===== src/rtl/tpulse_stretch_tx_pkg.sv =====
//------------------------------------------------------------------------------
// Module   : tpulse_stretch_tx_pkg
// Brief    : Shared FSM encoding and timer sizing for the pulse-stretch TX.
// Revision : 1.0
//------------------------------------------------------------------------------
`default_nettype none

package tpulse_stretch_tx_pkg;

   typedef enum logic [1:0] {
      ST_IDLE     = 2'd0,
      ST_HOLD     = 2'd1,
      ST_WAIT_ACK = 2'd2,
      ST_GAP      = 2'd3
   } state_t;

   // Timer only ever holds (max-1), so clog2(max) bits suffice; never below one bit.
   function automatic int timer_w(input int del, input int gap);
      int m;
      m = (del > gap) ? del : gap;
      return (m > 1) ? $clog2(m) : 1;
   endfunction

endpackage

`default_nettype wire


===== src/rtl/tpulse_stretch_tx_if.sv =====
//------------------------------------------------------------------------------
// Module   : tpulse_stretch_tx_if
// Brief    : Event request / stretched level bundle of the pulse-stretch TX.
// Revision : 1.0
//------------------------------------------------------------------------------
`default_nettype none

interface tpulse_stretch_tx_if #(
   parameter int PEND_W = 4
);
   logic              i_signal_in;
   logic              i_ack_in;
   logic              o_signal_out;
   logic              o_busy;
   logic [PEND_W-1:0] o_pend_cnt;
   logic              o_overflow;

   modport master (
      output i_signal_in,
      output i_ack_in,
      input  o_signal_out,
      input  o_busy,
      input  o_pend_cnt,
      input  o_overflow
   );

   modport slave (
      input  i_signal_in,
      input  i_ack_in,
      output o_signal_out,
      output o_busy,
      output o_pend_cnt,
      output o_overflow
   );
endinterface

`default_nettype wire


===== src/rtl/tpulse_stretch_tx_sync.sv =====
//------------------------------------------------------------------------------
// Module   : tsync_bit
// Brief    : SYNC_STG-deep single-bit synchroniser, async active-low reset.
// Revision : 1.0
//------------------------------------------------------------------------------
`default_nettype none

module tsync_bit #(
   parameter int SYNC_STG = 2
) (
   input  wire logic clk,
   input  wire logic rst_n,
   input  wire logic i_d,
   output logic      o_q
);

   logic [SYNC_STG-1:0] r_sync;

   always_ff @(posedge clk or negedge rst_n) begin
      if (!rst_n) begin
         r_sync <= '0;
      end else begin
         r_sync <= {r_sync[SYNC_STG-2:0], i_d};
      end
   end

   assign o_q = r_sync[SYNC_STG-1];

endmodule

`default_nettype wire


===== src/rtl/tpulse_stretch_tx.sv =====
//------------------------------------------------------------------------------
// Module   : tpulse_stretch_tx
// Brief    : Queues 1-cycle events and emits each as a stretched level with
//            guaranteed high time and low gap. Macro TPULSE_ACK_EN closes the
//            loop with a synchronised 4-phase acknowledge.
// Revision : 1.0
//------------------------------------------------------------------------------
`default_nettype none

module tpulse_stretch_tx
   import tpulse_stretch_tx_pkg::*;
#(
   parameter int VAL_DEL  = 10,
   parameter int VAL_GAP  = 3,
   parameter int PEND_W   = 4,
   parameter int SYNC_STG = 2
) (
   input  wire logic           clk,
   input  wire logic           rst_n,
   tpulse_stretch_tx_if.slave  bus
);

   localparam int              TW         = timer_w(VAL_DEL, VAL_GAP);
   localparam logic [TW-1:0]   c_DEL_LOAD = TW'(VAL_DEL - 1);
   localparam logic [TW-1:0]   c_GAP_LOAD = TW'(VAL_GAP - 1);
   localparam logic [PEND_W-1:0] c_PEND_MAX = '1;

   state_t              r_state;
   logic [TW-1:0]       r_timer;
   logic [PEND_W-1:0]   r_pend;
   logic                r_out;
   logic                r_busy;
   logic                r_ovf;

   logic                w_gap_done;
   logic                w_can_launch;
   logic                w_have_event;
   logic                w_launch;
   logic                w_dec;
   logic                w_inc;

`ifdef TPULSE_ACK_EN
   logic                w_ack_s;

   tsync_bit #(
      .SYNC_STG (SYNC_STG)
   ) u_ack_sync (
      .clk   (clk),
      .rst_n (rst_n),
      .i_d   (bus.i_ack_in),
      .o_q   (w_ack_s)
   );

   // Four-phase: the far side must have dropped its ack before the next event.
   assign w_gap_done = (r_timer == '0) && !w_ack_s;
`else
   logic                w_unused_ack;

   assign w_unused_ack = bus.i_ack_in;
   assign w_gap_done   = (r_timer == '0);
`endif

   // A launch may coincide with the GAP exit so the low time is exactly VAL_GAP.
   assign w_can_launch = (r_state == ST_IDLE) || ((r_state == ST_GAP) && w_gap_done);
   assign w_have_event = bus.i_signal_in || (r_pend != '0);
   assign w_launch     = w_can_launch && w_have_event;
   assign w_dec        = w_launch && (r_pend != '0);
   assign w_inc        = bus.i_signal_in && !(w_launch && (r_pend == '0));

   always_ff @(posedge clk or negedge rst_n) begin
      if (!rst_n) begin
         r_state <= ST_IDLE;
         r_timer <= '0;
         r_pend  <= '0;
         r_out   <= 1'b0;
         r_busy  <= 1'b0;
         r_ovf   <= 1'b0;
      end else begin
         r_ovf <= 1'b0;

         if (w_inc && !w_dec) begin
            if (r_pend == c_PEND_MAX) begin
               r_ovf <= 1'b1;
            end else begin
               r_pend <= r_pend + 1'b1;
            end
         end else if (w_dec && !w_inc) begin
            r_pend <= r_pend - 1'b1;
         end

         if (w_launch) begin
            r_state <= ST_HOLD;
            r_out   <= 1'b1;
            r_busy  <= 1'b1;
            r_timer <= c_DEL_LOAD;
         end else begin
            case (r_state)
               ST_IDLE: begin
                  r_out  <= 1'b0;
                  r_busy <= 1'b0;
               end
               ST_HOLD: begin
                  if (r_timer != '0) begin
                     r_timer <= r_timer - 1'b1;
                  end else begin
`ifdef TPULSE_ACK_EN
                     if (w_ack_s) begin
                        r_state <= ST_GAP;
                        r_out   <= 1'b0;
                        r_timer <= c_GAP_LOAD;
                     end else begin
                        r_state <= ST_WAIT_ACK;
                     end
`else
                     r_state <= ST_GAP;
                     r_out   <= 1'b0;
                     r_timer <= c_GAP_LOAD;
`endif
                  end
               end
`ifdef TPULSE_ACK_EN
               ST_WAIT_ACK: begin
                  if (w_ack_s) begin
                     r_state <= ST_GAP;
                     r_out   <= 1'b0;
                     r_timer <= c_GAP_LOAD;
                  end
               end
`endif
               ST_GAP: begin
                  if (r_timer != '0) begin
                     r_timer <= r_timer - 1'b1;
                  end else if (w_gap_done) begin
                     r_state <= ST_IDLE;
                     r_busy  <= 1'b0;
                  end
               end
               default: begin
                  r_state <= ST_IDLE;
                  r_out   <= 1'b0;
                  r_busy  <= 1'b0;
               end
            endcase
         end
      end
   end

   assign bus.o_signal_out = r_out;
   assign bus.o_busy       = r_busy;
   assign bus.o_pend_cnt   = r_pend;
   assign bus.o_overflow   = r_ovf;

endmodule

`default_nettype wire


===== src/flat_wrapper.sv =====
// flat-port wrapper written by rule: the top's interface ports become plain ports
module tpulse_stretch_tx_flat import tpulse_stretch_tx_pkg::*;
#(
   parameter int VAL_DEL  = 10,
   parameter int VAL_GAP  = 3,
   parameter int PEND_W   = 4,
   parameter int SYNC_STG = 2
)
  (clk, rst_n, bus_i_signal_in, bus_i_ack_in, bus_o_signal_out, bus_o_busy, bus_o_pend_cnt, bus_o_overflow);
  tpulse_stretch_tx_if #(.PEND_W(PEND_W)) bus_i ();
  input  wire logic clk;
  input  wire logic rst_n;
  input wire logic [$bits(bus_i.i_signal_in)-1:0] bus_i_signal_in;
  input wire logic [$bits(bus_i.i_ack_in)-1:0] bus_i_ack_in;
  output wire logic [$bits(bus_i.o_signal_out)-1:0] bus_o_signal_out;
  output wire logic [$bits(bus_i.o_busy)-1:0] bus_o_busy;
  output wire logic [$bits(bus_i.o_pend_cnt)-1:0] bus_o_pend_cnt;
  output wire logic [$bits(bus_i.o_overflow)-1:0] bus_o_overflow;
  assign bus_i.i_signal_in = bus_i_signal_in;
  assign bus_i.i_ack_in = bus_i_ack_in;
  assign bus_o_signal_out = bus_i.o_signal_out;
  assign bus_o_busy = bus_i.o_busy;
  assign bus_o_pend_cnt = bus_i.o_pend_cnt;
  assign bus_o_overflow = bus_i.o_overflow;
  tpulse_stretch_tx #(.VAL_DEL(VAL_DEL), .VAL_GAP(VAL_GAP), .PEND_W(PEND_W), .SYNC_STG(SYNC_STG)) u_core (.clk(clk), .rst_n(rst_n), .bus(bus_i));
endmodule

===== config.mk =====
export PLATFORM = sky130hd
export DESIGN_NAME = tpulse_stretch_tx_flat
export DESIGN_NICKNAME = d
export VERILOG_FILES = /design/src/rtl/tpulse_stretch_tx_pkg.sv /design/src/rtl/tpulse_stretch_tx_if.sv /design/src/rtl/tpulse_stretch_tx_sync.sv /design/src/rtl/tpulse_stretch_tx.sv /design/src/flat_wrapper.sv
export SDC_FILE = /design/constraint.sdc
export NUM_CORES = 1
export LEC_CHECK = 0
export CAP_MARGIN = 20
export CELL_PAD_IN_SITES_DETAIL_PLACEMENT = 1
export CELL_PAD_IN_SITES_GLOBAL_PLACEMENT = 2
export CORE_MARGIN = 8
export CORE_UTILIZATION = 30
export CTS_BUF_LIST = sky130_fd_sc_hd__clkbuf_16
export CTS_CLUSTER_DIAMETER = 50
export DETAILED_ROUTE_END_ITERATION = 12
export PLACE_DENSITY_LB_ADDON = 0.3
export RECOVER_POWER = 50
export SETUP_SLACK_MARGIN = 0.3
export SLEW_MARGIN = 20
export SYNTH_ARGS = -nofsm -noshare
export SYNTH_HDL_FRONTEND = slang
export SYNTH_SLANG_ARGS = --single-unit

===== constraint.sdc =====
create_clock -name clk -period 4.4 [get_ports clk]
set_input_delay 0.44 -clock clk [delete_from_list [all_inputs] [get_ports clk]]
set_output_delay 0.44 -clock clk [all_outputs]
set_load 0.01 [all_outputs]

==> impl_results.md, run 1 <==
- Ys flop type: dfrtp_1
- Pre-CTS WS: approximately 1900 ps
- CTS Buffer Depth: 2
- Cells along the critical path: inv_1 -> ha_1 -> and4bb_4 -> a211oi_4 -> inv_1 -> ha_1 -> nand3_1 -> and3_1 -> a32oi_1 -> xnor2_1
- Iter 0 DRT Violations: 12
- Die area: ~4600 um2
- Status: completed
- Synth unique cells: 38
- Die Y-Extent: roughly 68 um
- Total CTS buffers: 3
- Die width: between 60 and 70 um
- Reg2Reg Capture Point: u_core.bus.o_pend_cnt[3]$_DFFE_PN0P_
- Slowest-stage cell, CP: dfrtp_1
- Diode count: 0
- Final count of negative-setup-slack endpoints: 0
- Avg Inst Size Synth: 10.9 um2
- H-tree depth: 1
- Hold Buf Count CTS: 0
- Synthesized area: 817 um2
- Max_cap viols: 0
- Setup WS post-layout: 1960 ps
- Syn Inst Count: 75
- Crit. Startpoint: u_core.r_timer[0]$_DFFE_PN0P_
- First-pass GRT wire length: 3.06 mm
- Worst vdd ir: 0.413 mV
- Vias per cell: 5.07
- Post-Route WL: 1.67 mm
- CTS clock-pin slew for the worst setup and hold paths: 40 ps
- Finished Cell Area: ~1000 um2
- Placer Congestion: approximately 0.67
- Initial core utilization: 30.7%
- FF-to-FF path depth: 10
- P_leak: 0.000417 uW
- FF-to-FF Start: u_core.r_timer[0]$_DFFE_PN0P_
- WS Path Type: register to register
- Post-DP Area: ~930 um2
- Layout overhead on the synthesized area: 21.9%
- DR DRC count: 0
- Post-synth net total: 84
- TNS Setup: 0 ps
- Clk_skew: 1.55 ps
- Post-synth EDFFs: 0
- Min-Delay Endpoint: u_core.bus.o_pend_cnt[3]$_DFFE_PN0P_
- Final Hold Viols: 0
- Critical hold path startpoint: u_core.bus.o_pend_cnt[3]$_DFFE_PN0P_
- # IOs: 11
- Gr usage total: a little under 9%
- Antenna-violating nets left: 0
- Worst hold path class: register to register
- Detailed placement HPWL: 1.30 mm
- Vias in the first global route: 639
- Later-pin clock latency in the skew report: 240 ps
- Placeable Area: 2660 um2
- Crit path largest cell delay: 380 ps
- Clock period minus worst slack: 2440 ps
- Routed len/inst: 14.4 um
- Port buffer count: 9
- Worst EP arrival: ~2600 ps
- CTS tree: yes
- Total gr overflow: 0
- Worst Path Max Fanout: 4
- Num rows: 19
- RSZ-0062 raised after global routing: false
- Fmax: 409 MHz
- Via count: 588
- Sequential area share after synthesis: 39.8%
- WP data required: ~4600 ps
- Final worst path period share: 55.5%
- Asr flop ratio synth: between 90% and 100%
- Clk sinks: 13
- Syn. warnings: 0
- Post-CTS setup buffers: 0
- Initial antenna violation count: 0
- Startpoint type of the worst setup path: register
- Layout cells sized above 1: 12.9%
- DR pass1 iterations: 4
- Root Driver: clkbuf_16
- Max Transition Viols Final: 0
- Crit path max-delay family: adder cells
- R2r setup slk: 1960 ps
- Slew HR: 40.0%
- Worst setup EP type: register
- Nets: 95
- PwrDens: 742 nW/um2
- CTS resizes: 0
- Pin count of the biggest net entering global routing: 18
- Synth Register Bits: 13
- Worst Path Buf+Inv: 2
- Actual slew at the worst max-slew pin: about 900 ps
- Hold Path Stages: 1
## cell usage after synthesis (all sizes together) (2+ instances only)
| master | count | area, um2 |
|---|---|---|
| nor2 | 3 | 11.3 |
| buf | 2 | 10.0 |
| mux2 | 2 | 22.5 |
| nor2b | 2 | 12.5 |
| a21o | 2 | 15.0 |
| and2 | 2 | 12.5 |
| xnor2 | 3 | 26.3 |
| inv | 4 | 15.0 |
| a211oi | 2 | 32.5 |
| o22a | 2 | 17.5 |
| nor3 | 2 | 10.0 |
| a21oi | 6 | 30.0 |
| ha | 4 | 50.1 |
| nand3 | 2 | 10.0 |
| nand2 | 4 | 17.5 |
| dfrtp | 13 | 325 |
## cell usage in the layout, fill, tap and decap left out, drive strengths merged, types with 2 or more instances in the layout
cell,instances
a211oi,2
a21o,2
a21oi,6
and2,2
clkbuf,3
clkdlybuf4s50,7
dfrtp,13
dlygate4sd3,2
ha,4
inv,5
mux2,2
nand2,4
nand3,2
nor2,3
nor2b,2
nor3,2
o22a,2
xnor2,3
## registers in the layout, indices dropped and copies added (netlist names)
signal / count
u_core.bus.o_overflow: 1
u_core.bus.o_busy: 1
u_core.r_state: 2
u_core.bus.o_signal_out: 1
u_core.r_timer: 4
u_core.bus.o_pend_cnt: 4
## kinds of logic (layout without fill, tap and decap cells)
group	after synthesis	in the layout	synth area share, %
xor+xnor	4	4	4.29
simple gates	22	22	18.5
fa+ha+maj	5	5	8.58
mux	3	3	3.98
flops	13	13	39.8
buf+inv	7	17	3.52
compound gates	21	21	21.3
## metrics by stage
step	util (%)	hold WS, ps	power, uW	instances
2_1_floorplan	-	144	477	75
3_3_place_gp	35.0	530	584	112
3_5_place_dp	35.0	544	593	112
4_1_cts	38.0	550	765	116
5_1_grt	37.4	565	810	116
6_report	37.4	542	739	116
## worst max-delay path by stage
stage / slack, ps / cells after the start / to
3_5_place_dp: 1890 / 9 / u_core.bus.o_pend_cnt[3]$_DFFE_PN0P_
4_1_cts: 1940 / 10 / u_core.bus.o_pend_cnt[3]$_DFFE_PN0P_
5_1_grt: 1760 / 10 / u_core.bus.o_pend_cnt[3]$_DFFE_PN0P_
2_1_floorplan: 2170 / 10 / u_core.bus.o_pend_cnt[3]$_DFFE_PN0P_
3_3_place_gp: 1890 / 9 / u_core.bus.o_pend_cnt[3]$_DFFE_PN0P_
6_report: 1960 / 10 / u_core.bus.o_pend_cnt[3]$_DFFE_PN0P_
## cell type report
cell class / count / area (um2)
timing repair buffer: 9 / 90.1
multi-input combinational: 55 / 448
clock inverter: 1 / 3.75
inverter: 4 / 15.0
tap: 31 / 38.8
clock buffer: 3 / 75.1
fill: 301 / 1670
sequential: 13 / 325
## power breakdown
part | leakage (uW) | switching, uW | internal [uW] | total, uW
registers | 0.000148 | 72.1 | 176 | 248
clock network | 0.0000423 | 47.7 | 120 | 167
logic | 0.000227 | 136 | 187 | 324
## per-layer routing
metal,global-route usage (%),wire length (um)
met1,11.3,817
met2,13.1,770
met3,1.80,43
met4,5.37,40
met5,0,0
(Power assumes the default switching activity.)
==> run 2: changes to the inputs <==
Clock period 4.4 ns to 2 ns, I/O delays scaled along.
==> run 2 against run 1 <==
Net effect:
- the run now ends with negative setup slack left
- setup slack lost 2000 ps
- fmax grew 19%
- via count up 15%
- clock-buffer cell count unchanged
- sequential power is 120% higher
- cell count increased by 14%
- combinational power grew to 3.2 times the previous value
- highest routed layer unchanged
- clock skew increased by 1.0 ps
- critical endpoint unchanged
- largest power group unchanged
- register-to-register slack got worse by 2000 ps
- flip-flop and latch count is the same
- wire length grew 19%
- non-clock buffer count rose by 16
==> impl_results.md, run 2 (synthesis results as in run 1) <==
- H-tree depth: 1 (unchanged)
- PwrDens: 1630 nW/um2 (was 742 nW/um2)
- FF-to-FF Start: u_core.r_timer[0]$_DFFE_PN0P_ (unchanged)
- Layout cells sized above 1: 40.6% (was 12.9%)
- Root Driver: clkbuf_16 (unchanged)
- Comb pwr share: 52.8% (was 43.8%)
- Num rows: 19 (unchanged)
- Reg2Reg Capture Point: u_core.bus.o_pend_cnt[3]$_DFFE_PN0P_ (unchanged)
- Net Sw Frac: 35.4% (was 34.6%)
- Worst hold path class: input port to asynchronous set/reset pin (was register to register)
- P_leak: 0.000500 uW (was 0.000417 uW)
- Die area: 4650 um2 (unchanged)
- Cells after DPL: 124 (was 112)
- Internal power: 1270 uW (was 483 uW)
- RSZ-0062 raised after global routing: true (was false)
- Layout overhead on the synthesized area: 47.3% (was 21.9%)
- Antenna-violating nets left: 0 (unchanged)
- Via count: 674 (was 588)
- Die Y-Extent: 68.2 um (unchanged)
- Routed len/inst: 15.1 um (was 14.4 um)
- Initial core utilization: 30.7% (unchanged)
- CTS tree: yes (unchanged)
- Seq pwr share: 28.2% (was 33.6%)
- Vias in the first global route: 654 (was 639)
- Final count of negative-setup-slack endpoints: 1 (was 0)
- Status: finished with violations (was completed)
- Clock network fraction of design power: 19.1% (was 22.6%)
- Fmax: 488 MHz (was 409 MHz)
- Commonest non-fill, non-tap cell in the layout: buf_4 (was dfrtp_1)
- Total CTS buffers: 3 (unchanged)
- Setup WS post-layout: -49.3 ps (was 1960 ps)
- Clk_skew: 2.56 ps (was 1.55 ps)
- Multi-input combinational cell area: 534 um2 (was 448 um2)
- Layout fillers: 298 (was 301)
- Nets: 111 (was 95)
- Max Transition Viols Final: 0 (unchanged)
- CTS Buffer Depth: 2 (unchanged)
- Crit path largest cell delay: 350 ps (was 380 ps)
- Startpoint type of the worst setup path: register (unchanged)
- Die width: 68.2 um (unchanged)
- Total gr overflow: 0 (unchanged)
- Worst setup EP type: register (unchanged)
- Initial antenna violation count: 0 (unchanged)
- Pin count of the biggest net entering global routing: 14 (was 18)
- Crit path max-delay family: adder cells (unchanged)
- Placer Congestion: 0.719 (was 0.665)
- Clk sinks: 13 (unchanged)
- Worst vdd ir: 0.798 mV (was 0.413 mV)
- DR pass1 iterations: 2 (was 4)
- Max_cap viols: 0 (unchanged)
- Clock period minus worst slack: 2050 ps (was 2440 ps)
- Detailed placement HPWL: 1.43 mm (was 1.30 mm)
- Post-DP Area: 1040 um2 (was 932 um2)
- DR DRC count: 0 (unchanged)
- Worst EP arrival: 2210 ps (was 2600 ps)
- Final worst path period share: 102% (was 55.5%)
- Diode count: 0 (unchanged)
- WS Path Type: register to register (unchanged)
- CTS clock-pin slew for the worst setup and hold paths: 50 ps (was 40 ps)
- Commonest cells after routing, fill and taps aside: buf_4, dfrtp_1, clkdlybuf4s50_1 (was dfrtp_1, clkdlybuf4s50_1, a21oi_1)
- Cells along the critical path: inv_2 -> ha_4 -> and4bb_4 -> a211oi_4 -> inv_2 -> ha_4 -> nand3_4 -> and3_4 -> a32oi_2 -> xnor2_1 (was inv_1 -> ha_1 -> and4bb_4 -> a211oi_4 -> inv_1 -> ha_1 -> nand3_1 -> and3_1 -> a32oi_1 -> xnor2_1)
- # IOs: 11 (unchanged)
- Post-Route WL: 1.99 mm (was 1.67 mm)
- WP data required: 2160 ps (was 4560 ps)
- Finished Layout Cells: 132 (was 116)
- Slowest-stage cell, CP: dfrtp_1 (unchanged)
- Later-pin clock latency in the skew report: 240 ps (about the same)
- Vias per cell: 5.11 (was 5.07)
- R2r setup slk: -50 ps (was 1960 ps)
- Worst Path Max Fanout: 4 (unchanged)
- Gr usage total: 9.16% (was 8.76%)
- Slew HR: 57.4% (was 40.0%)
- Failing checks: negative setup slack
- Switch Pwr: 695 uW (was 256 uW)
- Finished Cell Area: 1200 um2 (was 996 um2)
- Port buffer count: 9 (unchanged)
- Final Hold Viols: 0 (unchanged)
- Actual slew at the worst max-slew pin: 636 ps (was 892 ps)
- FF+latch area: 327 um2 (was 325 um2)
- Placeable Area: 2660 um2 (unchanged)
- First-pass GRT wire length: 3.21 mm (was 3.06 mm)
- Worst Path Buf+Inv: 2 (unchanged)
- Iter 0 DRT Violations: 1 (was 12)
- FF-to-FF path depth: 10 (unchanged)
run 2: final cells by class:
class | count | area share (%)
Timing Repair Buffer | 25 | 17.5
Clock buffer | 3 | 6.24
Inverter | 4 | 1.25
Tap cell | 31 | 3.22
Clock inverter | 1 | 0.312
Sequential cell | 13 | 27.1
Multi-Input combinational cell | 55 | 44.4
run 2: per-stage QoR:
step	setup TNS (ps)	total power, uW	setup slack (ps)	hold slack (ps)	util (%)
floorplan	-106	1070	-101	-95.6	-
finish	-49.3	1960	-49.3	423	45.2
CTS	-165	1910	-97.8	378	43.8
global placement	-73.8	1430	-73.8	544	39.0
global route	-348	2110	-198	490	45.2
detailed placement	-108	1460	-108	552	39.0
run 2: repair_timing:
item	CTS	global route
pin swaps	9	7
endpoints found under the setup margin	3	7
buffers inserted	2	2
hold buffers	0	0
resized for setup	7	5
run 2: power by group through the flow:
| stage | clock network, uW | logic (uW) | registers [uW] |
|---|---|---|---|
| final | 374 | 1040 | 553 |
| after global routing | 395 | 1140 | 580 |
| after CTS | 382 | 981 | 550 |
| after detailed placement | 0 | 917 | 543 |
| after global placement | 0 | 893 | 536 |
| after floorplan | 0 | 519 | 548 |
run 2: how the worst max path moves through the flow:
stage / startpoint / end / slack (ps) / depth (start not counted)
floorplan: u_core.r_timer[0]$_DFFE_PN0P_ / u_core.bus.o_pend_cnt[3]$_DFFE_PN0P_ / -100 / 10
global placement: u_core.r_timer[0]$_DFFE_PN0P_ / u_core.bus.o_pend_cnt[3]$_DFFE_PN0P_ / -70 / 10
detailed placement: u_core.r_timer[0]$_DFFE_PN0P_ / u_core.bus.o_pend_cnt[3]$_DFFE_PN0P_ / -110 / 10
CTS: u_core.r_timer[0]$_DFFE_PN0P_ / u_core.bus.o_pend_cnt[3]$_DFFE_PN0P_ / -100 / 10
global route: u_core.r_timer[1]$_DFFE_PN0P_ / u_core.bus.o_pend_cnt[3]$_DFFE_PN0P_ / -200 / 10
finish: u_core.r_timer[0]$_DFFE_PN0P_ / u_core.bus.o_pend_cnt[3]$_DFFE_PN0P_ / -50 / 10
run 2: per-layer routing:
metal	part of all wire (%)	vias to the layer above	GRT usage (%)
li1	-	333	-
met1	50	332	12.1
met2	45	7	13.0
met3	4.9	2	3.93
met4	0.40	0	3.07
met5	0	-	0
==> RTL edit 1 (config.mk and constraints of run 2) <==
The 4 states of `state_t` get a Gray code encoding in 2 bits.
--- a/src/rtl/tpulse_stretch_tx_pkg.sv
+++ b/src/rtl/tpulse_stretch_tx_pkg.sv
@@ -10,6 +10,6 @@
    typedef enum logic [1:0] {
-      ST_IDLE     = 2'd0,
-      ST_HOLD     = 2'd1,
-      ST_WAIT_ACK = 2'd2,
-      ST_GAP      = 2'd3
+      ST_IDLE     = 2'b00,
+      ST_HOLD     = 2'b01,
+      ST_WAIT_ACK = 2'b11,
+      ST_GAP      = 2'b10
    } state_t;
Formal check against the unedited RTL: no difference found for any inputs over 10 cycles, from zero or initial values and one cycle with rst_n low; not proved beyond that.
==> RTL edit 1 against run 2 <==
  * The run still ends with negative setup slack left
  * Cell count grew 24%
  * Sequential cell count unchanged
  * Total power up 46%
  * Routed wire length rose by 44%
  * Synthesized area increased by 4.7%
  * Non-clock buffer count increased by 18
  * Design area rose by 24%
  * Setup slack got worse by 0.12 ns
  * First-iteration DRC count grew to 34 times the old value
  * Critical endpoint is now u_core.bus.o_pend_cnt[1]
  * Largest cell class unchanged
  * Largest power group unchanged
==> RTL edit 1: results <==
[global_routing]
grt_pass1_wl_um = 4600
grt_pass1_vias = 926
grt_use_total = 0.116

[synth]
synthTopCellsByCount = dfrtp_1, nor2_1, ha_1
syn_area_um2 = 856
synth_compound_area_frac = 0.196
synth_xor_area_frac = 0.0409
postSynthAreaPerCell_um2 = 9.62
synth_area_leaders = dfrtp_1, ha_1, nor2_1
synthMuxAreaShare = 0.0234
synth_fa_ha_area_frac = 0.140
syn_nets = 102
yosysSeqAreaShare = 0.380

[route]
post_drt_wl_per_cell_um = 17.4
drt-vias-per-instance = 5.35
wirelength_met1_um = 1160
firstDrtPassIters = 4
top_layer_used = met4
wl_met3_um = 127
wl_met2_um = 1520

[setup_path]
cpPeakStageDelay_ns = 0.47
cp.arrival_ns = 2.31
critical_path.slowest_cell = fa_2
critPathTopFamily = adder cells
critPathMaxFanout = 4

[outcome]
status = complete, but fails checks
violations = negative setup slack

[pwr]
leakage_nw = 0.656
peakVddDrop_mv = 1.10

[finish]
fillers = 306
drive_gt1_frac = 0.459
nets = 147
finish.utilization = 0.545
stdcell_count = 164

[timing]
max_slew_margin = 0.558
setup_viol = 3
skew_ns = 0.00122
postLayoutSetupSlackWorst_ns = -0.173

[place]
placed_area_um2 = 1180
hpwl_um = 1890
placed_cells = 145
place_congestion = 0.738

[clock_tree]
clkTransAtPathRegs_ns = 0.05
cts_htree_levels = 1
==> RTL edit 1: layer usage <==
| layer | global-route usage | vias up |
|---|---|---|
| met5 | 0 | - |
| met4 | 0.0478 | 0 |
| met3 | 0.0315 | 5 |
| met2 | 0.206 | 12 |
| met1 | 0.124 | 446 |
| li1 | - | 415 |
==> RTL edit 1: path summary, 6_finish.rpt <==
| path | endpoint | slack [ns] | cells past startpoint |
|---|---|---|---|
| setup / recovery | u_core.bus.o_pend_cnt[1] | -0.17 | 8 |
| hold / removal | u_core.r_timer[3] | 0.43 | 1 |
| setup reg to reg | u_core.bus.o_pend_cnt[1] | -0.17 | 8 |
| hold reg to reg | u_core.bus.o_pend_cnt[3] | 0.52 | 1 |
| max in group asynchronous | u_core.r_state[0] | 1.15 | 1 |
| min in group clk | u_core.bus.o_pend_cnt[3] | 0.52 | 1 |
==> RTL edit 1: cell families after synthesis <==
| kind of cell | Yosys count |
|---|---|
| multiplexers | 2 |
| XOR/XNOR | 4 |
| AO/OA/AOI/OAI | 23 |
| adder cells (fa/ha/maj) | 9 |
| flip-flops | 13 |
| buffers and inverters | 10 |
| AND/OR/NAND/NOR | 28 |
==> RTL edit 1: cell type report <==
| cell class | count | area share |
|---|---|---|
| multi-input combinational | 66 | 0.441 |
| timing repair buffer | 43 | 0.244 |
| sequential | 13 | 0.218 |
| clock buffer | 3 | 0.0504 |
| tap | 31 | 0.0260 |
| inverter | 7 | 0.0176 |
| clock inverter | 1 | 0.00252 |
==> RTL edit 1: worst reg2reg max path: stages, from the launching register on <==
cell and delay [ns]:
dfrtp_1 0.38, inv_2 0.08, ha_4 0.13, nor4bb_4 0.35, nor2_4 0.07, nand2_4 0.10
fa_2 0.47, a211o_2 0.36, o221a_4 0.12
==> RTL edit 1: repair_timing <==
| item | CTS | global route |
|---|---|---|
| pin swaps | 12 | 11 |
| gates resized for setup | 13 | 13 |
| setup endpoints to repair | 9 | 12 |
| cloned | 0 | 0 |
| setup buffers | 9 | 6 |
==> RTL edit 1: through the flow <==
step / TNS (ns) / setup WS, ns
after floorplan: -0.429 / -0.149
after global placement: -0.337 / -0.122
after detailed placement: -0.422 / -0.174
after CTS: -0.245 / -0.0964
after global routing: -0.602 / -0.229
final: -0.333 / -0.173
==> RTL edit 1: power by group <==
part           internal (mW)  switching (mW)  total (mW)
Combinational           1.09           0.887        1.98
Sequential             0.393          0.0906       0.484
Clock                  0.266           0.129       0.394
Total                   1.75            1.11        2.86
==> RTL edit 2 (flow settings as in run 2) <==
Made on the original files. Build with the macro `TPULSE_ACK_EN` defined.
--- a/src/rtl/tpulse_stretch_tx.sv
+++ b/src/rtl/tpulse_stretch_tx.sv
@@ -8,2 +8,4 @@
 `default_nettype none
+
+`define TPULSE_ACK_EN
 
Check against the original RTL: no difference found for any inputs over 10 cycles, from zero or initial values and one cycle with rst_n low; that may be too few to reach the edited logic, so the function may still have changed.
==> RTL edit 2 against run 2 <==
  * The run still ends with negative setup slack left
  * Synthesized cell count up 40%
  * Setup slack lost 0.037 ns
  * Hold slack worse by 0.10 ns
  * Global-route usage is 3.9 points higher
  * Sequential cell count increased by 2
  * Core utilization rose by 6.8 points
  * Synthesized area is 23% higher
  * Die area is 18% higher
  * Clock skew is 0.00095 ns higher
  * Design area up 42%
  * Routed wire length increased by 80%
  * Critical path type unchanged
  * Critical endpoint is now u_core.bus.o_pend_cnt[1]
  * Largest cell class unchanged
  * Highest routed layer unchanged
Power is not compared: it rests on default switching activity, and its combinational part moved more than twofold at a synthesized area within 25%.
==> RTL edit 2: results <==
[place]
placed_cells = 176
io_buffers = 10
hpwl_um = 2220
place_ws_ns = -0.161

[finish]
finish.utilization = 0.520
sh_seq_area = 0.220
area_delta_synth_final_pct = 69.4
buffer_area_frac = 0.215
drive_gt1_frac = 0.450
clk_share = 0.0462
seqCellArea_um2 = 375
fillers = 361
multi_input_gates = 80

[global_routing]
grt_max_degree = 13
grt_use_met1 = 0.149
grt_use_total = 0.131
gr-usage-met3 = 0.0337
grt_pass1_vias = 1054
grtUsageMet2 = 0.229

[route]
wirelength_met1_um = 1500
drt_wl_total_um = 3580
wl_met3_um = 128
wl_met2_um = 1910
drtIter0Drc = 26
post_drt_wl_per_cell_um = 18.3
route.vias.total = 994

[synth]
synth_fa_ha_area_frac = 0.119
synth_area_leaders = dfrtp_1, ha_1, o21ai_0
yosysSeqAreaShare = 0.373
synth_top_area_share = 0.373
syn_nets = 118
ys_seq_elements = 15
synth_compound_area_frac = 0.267
synthTopCellsByCount = dfrtp_1, o21ai_0, ha_1
synthMuxAreaShare = 0.00994

[outcome]
status = complete, but fails checks
violations = negative setup slack

[setup_path]
cpPeakStageDelay_ns = 0.52
critical_path.slowest_cell = fa_2
ff2ff_setup_slack_ns = -0.09

[timing]
postLayoutSetupSlackWorst_ns = -0.0866
hold_ws_ns = 0.323
setup_viol = 3
max_slew_margin = 0.703

[clock_tree]
cts_setup_buffers = 8
-- RTL edit 2: metrics by stage --
stage          power, mW  setup TNS, ns
2_1_floorplan       1.46         -0.166
3_3_place_gp        1.99        -0.0864
3_5_place_dp        2.05         -0.161
4_1_cts             2.69         -0.189
5_1_grt             3.39         -0.510
6_report            3.16         -0.204
-- RTL edit 2: cell families (layout without fill, tap and decap cells) --
logic type,Yosys count,in the layout
adders and majority gates,9,9
DFF,15,15
AOI/OAI and AO/OA,39,39
and+or+nand+nor,29,29
xor gates and xnor gates,2,2
buffers and inverters,10,54
muxes,1,1
-- RTL edit 2: critical path, delay by kind of cell, from the launching register on --
kind / cells / cell delay [ns]
DFF: 1 / 0.40
AOI/OAI and AO/OA: 2 / 0.27
buffers and inverters: 4 / 0.39
and+or+nand+nor: 2 / 0.24
adders and majority gates: 2 / 0.72
